File: config.mk
export PLATFORM = sky130hd
export DESIGN_NAME = ws_array_sequencer
export DESIGN_NICKNAME = d
export VERILOG_FILES = /design/src/rtl/ws_array_sequencer.sv
export SDC_FILE = /design/constraint.sdc
export NUM_CORES = 1
export LEC_CHECK = 0
export ABC_AREA = 1
export CORE_ASPECT_RATIO = 1.2
export CORE_MARGIN = 8
export CORE_UTILIZATION = 56
export DETAILED_ROUTE_END_ITERATION = 8
export PLACE_DENSITY = 0.84
export SETUP_SLACK_MARGIN = 0.3
export SYNTH_ARGS = -nofsm -noshare
export SYNTH_HDL_FRONTEND = slang
export SYNTH_SLANG_ARGS = --single-unit
File: constraint.sdc
create_clock -name clk -period 3.1 [get_ports clk]
set_input_delay 0.93 -clock clk [delete_from_list [all_inputs] [get_ports clk]]
set_output_delay 0.93 -clock clk [all_outputs]
set_load 0.01 [all_outputs]
File: src/rtl/ws_array_sequencer.sv
// Job sequencer for a ROWS x COLS weight-stationary systolic array: weight preload, vector streaming, drain.
// Optional weight reuse across jobs is enabled by defining WS_SEQ_WEIGHT_REUSE_EN.
module ws_array_sequencer #(
  parameter int ROWS     = 4,
  parameter int COLS     = 4,
  parameter int VEC_W    = 8,
  parameter int PIPE_LAT = ROWS + COLS,
  localparam int AW      = (ROWS > 1) ? $clog2(ROWS) : 1
) (
  input  logic             clk,
  input  logic             reset,
  input  logic             start,
  input  logic [VEC_W-1:0] num_vectors,
`ifdef WS_SEQ_WEIGHT_REUSE_EN
  input  logic             keep_weights,
`endif
  output logic             busy,
  output logic             done,
  output logic             w_rd_en,
  output logic [AW-1:0]    w_addr,
  output logic [ROWS-1:0]  w_load,
  output logic             x_en,
  output logic [VEC_W-1:0] x_addr,
  output logic             y_valid,
  output logic [VEC_W-1:0] y_addr
);

  typedef enum logic [2:0] {
    S_IDLE,
    S_LOAD_W,
    S_STREAM,
    S_DRAIN,
    S_DONE
  } state_t;

  state_t              state;
  logic [VEC_W-1:0]    k_reg;
  logic [PIPE_LAT-1:0] dl;
  logic                skip_load;

`ifdef WS_SEQ_WEIGHT_REUSE_EN
  logic weights_loaded;
  assign skip_load = keep_weights & weights_loaded;
`else
  assign skip_load = 1'b0;
`endif

  // The last delay-line stage is a flop, so y_valid is still a registered output.
  assign y_valid = dl[PIPE_LAT-1];

  always_ff @(posedge clk) begin
    if (reset) begin
      state   <= S_IDLE;
      k_reg   <= '0;
      dl      <= '0;
      busy    <= 1'b0;
      done    <= 1'b0;
      w_rd_en <= 1'b0;
      w_addr  <= '0;
      w_load  <= '0;
      x_en    <= 1'b0;
      x_addr  <= '0;
      y_addr  <= '0;
`ifdef WS_SEQ_WEIGHT_REUSE_EN
      weights_loaded <= 1'b0;
`endif
    end else begin
      dl     <= (dl << 1) | PIPE_LAT'(x_en);
      y_addr <= y_addr + VEC_W'(y_valid);
      // Weight memory returns the row one cycle after the read, so load follows the read by one.
      w_load <= w_rd_en ? (ROWS'(1) << w_addr) : '0;

      case (state)
        S_IDLE: begin
          if (start) begin
            k_reg  <= num_vectors;
            busy   <= 1'b1;
            w_addr <= '0;
            x_addr <= '0;
            y_addr <= '0;
            if (!skip_load) begin
              state   <= S_LOAD_W;
              w_rd_en <= 1'b1;
            end else if (num_vectors == '0) begin
              state <= S_DRAIN;
            end else begin
              state <= S_STREAM;
              x_en  <= 1'b1;
            end
          end
        end

        S_LOAD_W: begin
          if (w_rd_en) begin
            if (w_addr == AW'(ROWS - 1))
              w_rd_en <= 1'b0;
            else
              w_addr <= w_addr + AW'(1);
          end else begin
`ifdef WS_SEQ_WEIGHT_REUSE_EN
            weights_loaded <= 1'b1;
`endif
            if (k_reg == '0) begin
              state <= S_DRAIN;
            end else begin
              state <= S_STREAM;
              x_en  <= 1'b1;
            end
          end
        end

        S_STREAM: begin
          if (x_addr == k_reg - VEC_W'(1)) begin
            x_en  <= 1'b0;
            state <= S_DRAIN;
          end else begin
            x_addr <= x_addr + VEC_W'(1);
          end
        end

        S_DRAIN: begin
          // Leave once nothing remains behind the stage currently driving y_valid.
          if ((dl << 1) == '0) begin
            state <= S_DONE;
            done  <= 1'b1;
          end
        end

        S_DONE: begin
          done  <= 1'b0;
          busy  <= 1'b0;
          state <= S_IDLE;
        end

        default: state <= S_IDLE;
      endcase
    end
  end

endmodule
Word-level counts from Yosys, hierarchy flattened

Cells that the tools add are included.

Bits in registers: 45
Output and inout bits: 27
Logic and storage cells: 75

Add/subtract/negate cells: 4
Equal/unequal tests: 14
Shifts and indexed selects: 1
Multiplexer cells: 26
Bitwise gates (word level): 2
Reduce and logical (&&, ||, !) cells: 17

Operators with widths:

| cell                | count |
|---|---|
| $mux 8              | 4 |
| $logic_not 8->1     | 2 |
| $ne 2x2->1 const B  | 8 |
| $pmux 8 s2          | 1 |
| $mux 3              | 4 |
| $pmux 3 s4          | 1 |
| $reduce_and 4->1    | 3 |
| $reduce_bool 2->1   | 5 |
| $add 8x1->8         | 1 |
| $add 8x1->8 const B | 1 |
| $eq 8x8->1          | 1 |
| $mux 1              | 8 |
| $or 8x1->8          | 1 |
| $pmux 1 s2          | 4 |
| $reduce_and 2->1    | 4 |
| $sub 8x1->8 const B | 1 |
| $eq 3x2->1 const B  | 2 |
| $mux 2              | 3 |
| $pmux 2 s2          | 1 |
| $shl 1x2->4 const A | 1 |
| $eq 3x1->1 const B  | 1 |
| $eq 3x3->1 const B  | 1 |
| $logic_not 3->1     | 1 |
| $reduce_and 3->1    | 1 |
| 4 further kinds     | 4 |

Depth between registers and ports, before layout

Depth in word-level cells: 4
Depth in mapped cells: 16
Mapped depth without buffers: 16

Worst setup path before layout

No wires, ideal clock.

Kind: input port to flip-flop
Start point: in reset
End point: reg k_reg[0]
Setup time: 0.128 ns
Arrival time: 1.653 ns
Path slack: 1.319 ns
Stages on the path: 5
Buffers on the path: 2
Cells stage by stage: clkbuf_1 > inv_1 > nand2_1 > clkbuf_1 > o21ai_0

RTL lines:

| item                   | line | source |
|---|---|---|
| start: declaration     | 11   | `input logic reset,` |
| end signal: assignment | 76   | `k_reg <= num_vectors;` |
| end: declaration       | 37   | `logic [VEC_W-1:0] k_reg;` |

Worst setup path after layout

Start point: reg x_addr[4]
End point: out x_addr[4]

RTL lines:

| item                     | line | source |
|---|---|---|
| start: declaration       | 23   | `output logic [VEC_W-1:0] x_addr,` |
| start signal: assignment | 117  | `x_addr <= x_addr + VEC_W'(1);` |

No word-level cell between the ends.

==> results.toml <==
[outcome]
status = "finished clean"

[route]
first_pass_iters = 4
vias = 2038
post_drt_wl_per_cell_um = 12.7
drt_iter0_drc = 129
antenna_left = 0
wl_um = 5080
avgViaCountPerCell = 5.11
drc = 0

[timing]
max_freq_ghz = 0.426
hold_viol_final = 0
setup_viol = 0
fin_crit_ns = 2.35
rsz0062_at_grt = "no"
relSlewSlack_pct = 63.5
setup_tns_ns = 0
tightestPinTransition_ns = 0.543
fin_crit_sh_pct = 75.7
finClkSkew_ns = 0.00924
drv_slew = 0

[cts]
post_cts_resized = 0
hold_buffers = 0
cts_buffers = 5
cts.sinks = 45
clockBufferDepth = 2
h-tree-depth = 2
cts-root-buf = "clkbuf_8"
cts_tree = "done"
postCtsSetupBuffers = 0
clock_latency_ns = 0.30
clk_pin_slew_ns = 0.09

[die]
num_io_pins = 38
die_width_um = 72.9
fp.dieH_um = 84.3
fp-row-count = 25
core_area_um2 = 3850
dieArea_um2 = 6140
initial_utilization_pct = 56.5

[critical_path]
path_class = "flop to output port"
critPathTopFamily = "buffers and inverters"
cp_max_fo = 7
crit_arrival_ns = 1.42
worstPathRequired_ns = 2.17
start_kind = "flop"
max_stage_delay_ns = 0.61
path_buf_inv = 1
critPathSlowestCell = "clkdlybuf4s50_1"
end_kind = "output port"
crit_chain = "clkdlybuf4s50_1"

[yosys]
synthTopCellsByArea = "dfxtp_1 41%, nand2_1 12%, nor2_1 7.8%"
synthCells = 306
synth.net_count = 322
synth_area_um2 = 2170
synth_cell_types = 25
yosys_register_bits = 45
avgSynthCellArea_um2 = 7.11
yosys.area.top_type = "dfxtp_1"
yosys_warnings = 0
synth-seq-area-share_pct = 41.4
synthDominantCellAreaShare_pct = 41.4

[layout]
fin_util_pct = 69.5
nFillCells = 337
final_common_cell = "nand2_1"
multi_input_area_um2 = 1080
layout_common_cells = "70 x nand2_1, 45 x nor2_1, 45 x dfxtp_1, 37 x clkdlybuf4s50_1, 35 x inv_1"
final_cells = 399
diodes = 0
areaGrowthSynthToFinish_pct = 23.0
seq_area_um2 = 901
drive_gt1_share_pct = 10.4
final_nets = 360
final_cell_area_um2 = 2680

[placed_design]
dpl-instance-area_um2 = 2580
place_inst = 391
numPortBuffers = 37
dp_hpwl_um = 3810
gp_congestion = 0.884

[global_route]
overflow = 0
grt_pass1_vias = 1948
grt_pass1_wl_um = 8690
antenna_found_initial = 0
grt_max_degree = 25
track_usage_pct = 17.5

[power_and_ir_drop]
ir_drop_mv = 0.494
p_leak_uw = 0.00108
power_uw = 1740
pwr_density_cell_nw_per_um2 = 649

[hold_path]
hold_path.class = "flop to flop"

[run]
maxCapViolCount = 0
## where the power goes
group / internal (uW) / total, uW / switching [uW]
registers: 642 / 704 / 62.5
logic: 239 / 673 / 434
clock network: 160 / 359 / 199
## final timing paths
path              from         to  slack (ns)  cells past startpoint
max          x_addr[4]  x_addr[4]        0.75                      1
min              dl[4]      dl[5]        0.43                      2
max reg2reg   k_reg[0]  x_addr[4]        1.10                     15
min reg2reg      dl[4]      dl[5]        0.43                      2
## logic make-up after synthesis
kind of cell | Yosys count | share of synthesized area [%]
xor+xnor | 8 | 3.22
buf+inv | 48 | 8.92
flops | 45 | 41.4
fa+ha+maj | 5 | 2.88
compound gates | 29 | 7.71
simple gates | 171 | 35.8
## cells in the mapped netlist, drive strengths merged
master	number
nand4	2
nand2	74
xnor2	4
dfxtp	45
buf	3
ha	5
nand3	28
nor2	49
o21ai	7
and3	3
a21oi	22
nor3	10
nor4	1
xor2	4
inv	40
nor3b	3
nand3b	1
clkbuf	5
## layer usage
layer | vias up | GRT usage, % | share of wire (%)
met5 | - | 0 | 0
met4 | 0 | 6.75 | 1.7
met3 | 9 | 5.01 | 5.4
met2 | 57 | 29.4 | 51
met1 | 933 | 20.1 | 42
li1 | 1039 | - | -
## cell type report
cell class              count  area share (%)
clock buffers               5            2.57
clock inverters             3           0.842
multi-input cells         213            40.4
repair buffers             39            14.4
flip-flops and latches     45            33.7
well taps                  54            2.53
inverters                  40            5.61
## stage by stage
step                hold WS (ns)  worst slack (ns)
floorplan                  0.403              1.32
global placement           0.408             0.808
detailed placement         0.423             0.759
CTS                        0.435             0.738
global route               0.455             0.706
finish                     0.430             0.752
No activity file was read; power rests on OpenSTA's default activity.
